$ cat config.mk
export PLATFORM = sky130hd
export DESIGN_NAME = unified_mem_arbiter
export DESIGN_NICKNAME = d
export VERILOG_FILES = /design/src/rtl/unified_mem_arbiter.sv
export SDC_FILE = /design/constraint.sdc
export NUM_CORES = 1
export LEC_CHECK = 0
export CAP_MARGIN = 20
export CELL_PAD_IN_SITES_DETAIL_PLACEMENT = 1
export CELL_PAD_IN_SITES_GLOBAL_PLACEMENT = 1
export CORE_UTILIZATION = 34
export DETAILED_ROUTE_END_ITERATION = 8
export PLACE_DENSITY_LB_ADDON = 0.25
export SLEW_MARGIN = 0
export SYNTH_ARGS = -nofsm -noshare
export SYNTH_HDL_FRONTEND = slang
export SYNTH_SLANG_ARGS = --single-unit
$ cat constraint.sdc
create_clock -name clk -period 2.3 [get_ports clk]
set_input_delay 0.345 -clock clk [delete_from_list [all_inputs] [get_ports clk]]
set_output_delay 0.345 -clock clk [all_outputs]
set_load 0.01 [all_outputs]
$ cat src/rtl/unified_mem_arbiter.sv
`default_nettype none
// ============================================================================
// Module   : unified_mem_arbiter
// Purpose  : Shares one single-port BRAM between instruction fetch and
//            load/store, serialising accesses and returning done pulses.
// Revision : 1.0 - initial release
// ============================================================================
module unified_mem_arbiter #(
  parameter int ADDR_W        = 7,
  parameter int DATA_W        = 32,
  parameter int READ_LAT      = 1,
  parameter int MAX_DM_STREAK = 3
) (
  input  logic              clk,
  input  logic              rst_n,
  // instruction fetch requester
  input  logic              i_if_req,
  input  logic [ADDR_W-1:0] i_if_addr,
  input  logic              i_if_kill,
  output logic              o_if_done,
  output logic [DATA_W-1:0] o_if_rdata,
  // load/store requester
  input  logic              i_dm_req,
  input  logic              i_dm_we,
  input  logic [ADDR_W-1:0] i_dm_addr,
  input  logic [DATA_W-1:0] i_dm_wdata,
  output logic              o_dm_done,
  output logic [DATA_W-1:0] o_dm_rdata,
  // BRAM port
  output logic              o_mem_clk,
  output logic              o_mem_en,
  output logic              o_mem_we,
  output logic [ADDR_W-1:0] o_mem_addr,
  output logic [DATA_W-1:0] o_mem_wdata,
  input  logic [DATA_W-1:0] i_mem_rdata,
  output logic              o_busy
);

  localparam int c_cnt_w    = 2;
  localparam int c_streak_w = (MAX_DM_STREAK < 1) ? 1 : $clog2(MAX_DM_STREAK + 1);

  localparam logic [c_cnt_w-1:0]    c_cnt_init   = c_cnt_w'(READ_LAT - 1);
  localparam logic [c_cnt_w-1:0]    c_cnt_one    = c_cnt_w'(1);
  localparam logic [c_streak_w-1:0] c_streak_max = c_streak_w'(MAX_DM_STREAK);
  localparam logic [c_streak_w-1:0] c_streak_one = c_streak_w'(1);

  typedef enum logic [1:0] {
    S_IDLE  = 2'd0,
    S_ISSUE = 2'd1,
    S_WAIT  = 2'd2,
    S_DONE  = 2'd3
  } state_t;

  state_t              r_state;
  logic                r_owner_dm;
  logic                r_kill;
  logic [c_streak_w-1:0] r_streak;
  logic [c_cnt_w-1:0]  r_cnt;
  logic                r_mem_en;
  logic                r_mem_we;
  logic [ADDR_W-1:0]   r_mem_addr;
  logic [DATA_W-1:0]   r_mem_wdata;
  logic                r_if_done;
  logic                r_dm_done;
  logic [DATA_W-1:0]   r_if_rdata;
  logic [DATA_W-1:0]   r_dm_rdata;

  state_t              w_state_nxt;
  logic                w_owner_dm_nxt;
  logic                w_kill_nxt;
  logic [c_streak_w-1:0] w_streak_nxt;
  logic [c_cnt_w-1:0]  w_cnt_nxt;
  logic                w_mem_en_nxt;
  logic                w_mem_we_nxt;
  logic [ADDR_W-1:0]   w_mem_addr_nxt;
  logic [DATA_W-1:0]   w_mem_wdata_nxt;
  logic                w_if_done_nxt;
  logic                w_dm_done_nxt;
  logic [DATA_W-1:0]   w_if_rdata_nxt;
  logic [DATA_W-1:0]   w_dm_rdata_nxt;
  logic                w_dm_wins;
  logic                w_kill_now;

  // DM has priority until it has won MAX_DM_STREAK contested grants in a row.
  assign w_dm_wins  = i_dm_req && !(i_if_req && (r_streak == c_streak_max));
  // Kill seen this cycle or earlier in the current fetch transaction.
  assign w_kill_now = r_kill | (i_if_kill & ~r_owner_dm & (r_state != S_IDLE));

  always_comb begin
    w_state_nxt     = r_state;
    w_owner_dm_nxt  = r_owner_dm;
    w_kill_nxt      = r_kill;
    w_streak_nxt    = r_streak;
    w_cnt_nxt       = r_cnt;
    w_mem_en_nxt    = 1'b0;
    w_mem_we_nxt    = 1'b0;
    w_mem_addr_nxt  = r_mem_addr;
    w_mem_wdata_nxt = r_mem_wdata;
    w_if_done_nxt   = 1'b0;
    w_dm_done_nxt   = 1'b0;
    w_if_rdata_nxt  = r_if_rdata;
    w_dm_rdata_nxt  = r_dm_rdata;

    case (r_state)
      S_IDLE: begin
        if (i_if_req || i_dm_req) begin
          w_state_nxt    = S_ISSUE;
          w_mem_en_nxt   = 1'b1;
          w_kill_nxt     = 1'b0;
          w_owner_dm_nxt = w_dm_wins;
          if (w_dm_wins) begin
            w_mem_we_nxt    = i_dm_we;
            w_mem_addr_nxt  = i_dm_addr;
            w_mem_wdata_nxt = i_dm_wdata;
            if (i_if_req && (r_streak != c_streak_max)) begin
              w_streak_nxt = r_streak + c_streak_one;
            end
          end else begin
            w_mem_addr_nxt = i_if_addr;
            w_streak_nxt   = '0;
          end
        end
      end

      S_ISSUE: begin
        w_kill_nxt = w_kill_now;
        if (r_mem_we) begin
          w_state_nxt   = S_DONE;
          w_dm_done_nxt = r_owner_dm;
        end else begin
          w_state_nxt = S_WAIT;
          w_cnt_nxt   = c_cnt_init;
        end
      end

      S_WAIT: begin
        w_kill_nxt = w_kill_now;
        if (r_cnt == '0) begin
          w_state_nxt = S_DONE;
          if (r_owner_dm) begin
            w_dm_done_nxt  = 1'b1;
            w_dm_rdata_nxt = i_mem_rdata;
          end else if (!w_kill_now) begin
            w_if_done_nxt  = 1'b1;
            w_if_rdata_nxt = i_mem_rdata;
          end
        end else begin
          w_cnt_nxt = r_cnt - c_cnt_one;
        end
      end

      S_DONE: begin
        w_kill_nxt  = w_kill_now;
        w_state_nxt = S_IDLE;
      end

      default: begin
        w_state_nxt = S_IDLE;
      end
    endcase
  end

  always_ff @(posedge clk or negedge rst_n) begin
    if (!rst_n) begin
      r_state     <= S_IDLE;
      r_owner_dm  <= 1'b0;
      r_kill      <= 1'b0;
      r_streak    <= '0;
      r_cnt       <= '0;
      r_mem_en    <= 1'b0;
      r_mem_we    <= 1'b0;
      r_mem_addr  <= '0;
      r_mem_wdata <= '0;
      r_if_done   <= 1'b0;
      r_dm_done   <= 1'b0;
      r_if_rdata  <= '0;
      r_dm_rdata  <= '0;
    end else begin
      r_state     <= w_state_nxt;
      r_owner_dm  <= w_owner_dm_nxt;
      r_kill      <= w_kill_nxt;
      r_streak    <= w_streak_nxt;
      r_cnt       <= w_cnt_nxt;
      r_mem_en    <= w_mem_en_nxt;
      r_mem_we    <= w_mem_we_nxt;
      r_mem_addr  <= w_mem_addr_nxt;
      r_mem_wdata <= w_mem_wdata_nxt;
      r_if_done   <= w_if_done_nxt;
      r_dm_done   <= w_dm_done_nxt;
      r_if_rdata  <= w_if_rdata_nxt;
      r_dm_rdata  <= w_dm_rdata_nxt;
    end
  end

  assign o_mem_clk   = clk;
  assign o_mem_en    = r_mem_en;
  assign o_mem_we    = r_mem_we;
  assign o_mem_addr  = r_mem_addr;
  assign o_mem_wdata = r_mem_wdata;
  assign o_if_done   = r_if_done;
  assign o_if_rdata  = r_if_rdata;
  assign o_dm_done   = r_dm_done;
  assign o_dm_rdata  = r_dm_rdata;
  assign o_busy      = (r_state != S_IDLE);

endmodule
`default_nettype wire

==> results.txt <==
----------------------------------------------------
[Global route]
  GRT Overall Usage ... 19.44%
  Vias in the first global route ... about 3800
  Pin count of the biggest net entering global routing ... 46
  Residual overflow from global routing ... 0
  Initial antenna violation count ... 0
  First-pass GRT wire length ... 20.44 mm

[STA]
  Worst slew pin tran ... between 0.6 and 0.7 ns
  Slew headroom ... 59.12%
  Max-slew violation count ... 0
  RSZ-0062 raised after global routing ... false
  Final setup skew ... 0.005619 ns
  Number of failing hold endpoints at the final stage ... 0
  Setup total negative slack ... 0 ns
  # setup viols final ... 0

[Cells and area]
  Antenna cell count ... 0
  Most frequent cells in the layout ... sky130_fd_sc_hd__clkdlybuf4s50_1, sky130_fd_sc_hd__dfrtp_1, sky130_fd_sc_hd__mux2_2
  # fillers ... between 1000 and 1500
  Fraction of layout cells with a size suffix above 1 ... 27.50%
  Finished Layout Cells ... between 700 and 800
  Most common library cell in the layout ignoring fill and taps ... sky130_fd_sc_hd__clkdlybuf4s50_1
  Number of nets in the layout ... 609
  Area growth, synth to finish ... 62.51%

[Yosys]
  YS warnings ... 0
  Avg Inst Size Synth ... approximately 15 sq um
  Post-synth top area share ... 61.42%
  Cell types occupying the most area after synthesis ... sky130_fd_sc_hd__dfrtp_1, sky130_fd_sc_hd__mux2_2, sky130_fd_sc_hd__mux2_4, sky130_fd_sc_hd__ha_1, sky130_fd_sc_hd__nand2_1
  Syn nets ... 400
  Synth area leader ... sky130_fd_sc_hd__dfrtp_1
  Number of unique standard cell types used by synthesis ... 35
  Seq cells post-synth ... 115
  Sequential element share of the synthesized area ... 61.42%
  Synth Cell Area ... 0.004686 sq mm
  Number of standard cells after synthesis ... 310

[Die]
  Total die area ... approximately 0.014 sq mm
  Number of cell rows ... 42
  Chip height ... 119.4 um
  Core ar. ... 0.01335 sq mm
  Initial core utilization ... between 30% and 40%
  Count of pins on the block boundary ... a little under 200
  Die X-Extent ... 119.4 um

[Detailed routing]
  Final Routed Wirelength ... roughly 13 mm
  Via/cell ratio ... 4.707
  Routed Antenna Nets ... 0
  Iteration-0 DRC Markers ... 110
  Number of search-and-repair iterations in the first detailed-routing pass ... 4
  DRC violation count after routing ... 0
  Wire per inst ... 17.86 um
  Routed via count ... about 3300

[Pwr]
  Leakage power total ... 3.356 nW
  Maximum ir drop on the vdd rail ... 0.5833 mV
  Power density cells ... 1533 mW/mm^2

[Hold path]
  Tightest Hold Check Type ... in2async

[Setup path]
  Highest fanout seen on the critical path ... 2
  Startpoint kind of the worst setup timing path ... clock port
  Worst Setup Path Type ... clk2out
  Cell mode on critical path ... sky130_fd_sc_hd__clkbuf_16
  Slowest library cell on the worst path ... sky130_fd_sc_hd__clkdlybuf4s50_1
  Cells traversed along the worst timing path ... clkbuf_16 -> clkbuf_16 -> clkdlybuf4s50_1
  Worst path bufs/invs ... 3
  Crit path max-delay family ... buffers and inverters
  Slack of the worst reg-to-reg path ... around 0.27 ns
  Depth of the most critical reg-to-reg path ... 6
  Total number of cells along the worst setup path ... 3
  Required time at the worst-slack endpoint ... about 2.0 ns
  Slowest cell delay on critical path ... 0.47 ns
  Data arrival time of the critical path ... approximately 1.9 ns
  Endpoint class of the critical path ... output port

[Place]
  Cells after DPL ... 672
  RD Place Congestion ... ~0.73
  IO buf count ... 192
  Post-detail-place hpwl ... approximately 8.7 mm

[Flow run]
  Max-cap violations ... 0

[CTS]
  Clock tree from TritonCTS ... done
  Later-pin clock latency in the skew report ... between 0.5 and 0.6 ns
  Clk slew on worst S/H paths ... 0.05 ns
  Buffer count from post-CTS setup fixing ... 0

[Status]
  Status ... complete, no violations

----------------------------------------------------
-- cell families after synthesis --
kind of cell,Yosys count,share of synthesized area (%)
buf+inv,23,3.338
mux,99,26.06
simple gates,43,4.112
flops,115,61.42
compound gates,24,3.471
fa+ha+maj,6,1.602
-- cell usage after synthesis --
| cell | number |
|---|---|
| sky130_fd_sc_hd__nor3b_1 | 1 |
| sky130_fd_sc_hd__a21oi_1 | 3 |
| sky130_fd_sc_hd__mux2_2 | 68 |
| sky130_fd_sc_hd__buf_12 | 2 |
| sky130_fd_sc_hd__and3_1 | 1 |
| sky130_fd_sc_hd__a32oi_1 | 1 |
| sky130_fd_sc_hd__nor2b_1 | 1 |
| sky130_fd_sc_hd__inv_1 | 8 |
| sky130_fd_sc_hd__o21a_1 | 1 |
| sky130_fd_sc_hd__and2_0 | 1 |
| sky130_fd_sc_hd__nor2_1 | 10 |
| sky130_fd_sc_hd__nand2b_1 | 1 |
| sky130_fd_sc_hd__a21boi_2 | 1 |
| sky130_fd_sc_hd__buf_8 | 1 |
| sky130_fd_sc_hd__dfrtp_1 | 115 |
| sky130_fd_sc_hd__buf_2 | 3 |
| sky130_fd_sc_hd__a211oi_1 | 2 |
| sky130_fd_sc_hd__nand3_1 | 3 |
| sky130_fd_sc_hd__a2bb2oi_1 | 1 |
| sky130_fd_sc_hd__nor3_1 | 3 |
| sky130_fd_sc_hd__o21ai_0 | 4 |
| sky130_fd_sc_hd__buf_6 | 2 |
| sky130_fd_sc_hd__mux2_4 | 29 |
| sky130_fd_sc_hd__mux2i_1 | 2 |
| sky130_fd_sc_hd__buf_4 | 2 |
| sky130_fd_sc_hd__o211ai_1 | 2 |
| sky130_fd_sc_hd__a21bo_2 | 1 |
| sky130_fd_sc_hd__or4_4 | 1 |
| sky130_fd_sc_hd__nand2_2 | 1 |
| sky130_fd_sc_hd__a21o_1 | 1 |
| sky130_fd_sc_hd__ha_1 | 6 |
| sky130_fd_sc_hd__a31oi_1 | 7 |
| sky130_fd_sc_hd__nand2_1 | 20 |
| sky130_fd_sc_hd__buf_1 | 2 |
| sky130_fd_sc_hd__clkbuf_1 | 3 |
-- state kept, by name, indices dropped and copies added, names as in the netlist --
| name | cells |
|---|---|
| o_dm_rdata | 32 |
| o_if_rdata | 32 |
| o_mem_wdata | 32 |
| o_mem_addr | 7 |
| r_cnt | 2 |
| r_state | 2 |
| r_streak | 2 |
| o_dm_done | 1 |
| o_if_done | 1 |
| o_mem_en | 1 |
| o_mem_we | 1 |
| r_kill | 1 |
| r_owner_dm | 1 |
-- worst paths after layout --
| check | from | endpoint |
|---|---|---|
| min reg2reg | r_streak[1] | r_streak[1] |
| max reg2reg | r_state[0] | o_if_rdata[25] |
| max in group asynchronous | rst_n | o_dm_rdata[2] |
| max | clk | o_mem_clk |
| min in group clk | i_if_addr[4] | o_mem_addr[4] |
| min | rst_n | o_if_rdata[12] |
-- metrics by stage --
| step | instance area (sq um) | util, % | hold slack (ns) | worst slack, ns | power [mW] |
|---|---|---|---|---|---|
| 2_1_floorplan | 4686 | - | 0.04941 | 0.3103 | 5.797 |
| 3_3_place_gp | 6834 | 51.20 | 0.3946 | 0.3145 | 8.215 |
| 3_5_place_dp | 6834 | 51.20 | 0.3962 | 0.2579 | 8.410 |
| 4_1_cts | 7605 | 56.97 | 0.3757 | 0.03650 | 11.83 |
| 5_1_grt | 7615 | 57.05 | 0.3871 | 0.01169 | 12.30 |
| 6_report | 7615 | 57.05 | 0.3836 | 0.08738 | 11.68 |
-- layout make-up --
class | count | area, sq um | share of cell area, %
clock buffer | 26 | 569.3 | 7.476
multi-input combinational | 172 | 1669 | 21.92
sequential | 115 | 2878 | 37.79
timing repair buffer | 201 | 2049 | 26.91
inverter | 8 | 30.03 | 0.3943
clock inverter | 9 | 198.9 | 2.613
tap | 176 | 220.2 | 2.892
-- metal layers --
layer / GRT usage, % / wire, um
met1: 22.13 / 5113
met2: 30.56 / 6028
met4: 11.33 / 352
met3: 8.142 / 1133
met5: 0 / 0
-- worst register-to-register path: cells and delay by family (launching register included) --
| kind | cells | cell delay (ns) |
|---|---|---|
| buffers and inverters | 2 | 0.38 |
| flip-flops | 1 | 0.40 |
| AND/OR/NAND/NOR | 2 | 0.55 |
| multiplexers | 1 | 0.36 |
| adder cells (fa/ha/maj) | 1 | 0.21 |
-- power breakdown --
part	internal, mW	switching (mW)
combinational	2.98	1.76
clock	2.39	0.940
sequential	3.04	0.569
-- timing repair --
action / CTS / global route
gates resized for setup: 1 / 1
setup endpoints to repair: 1 / 1
hold endpoints to repair: 42 / 0
hold buffers: 1 / 0
(Power assumes the default switching activity.)
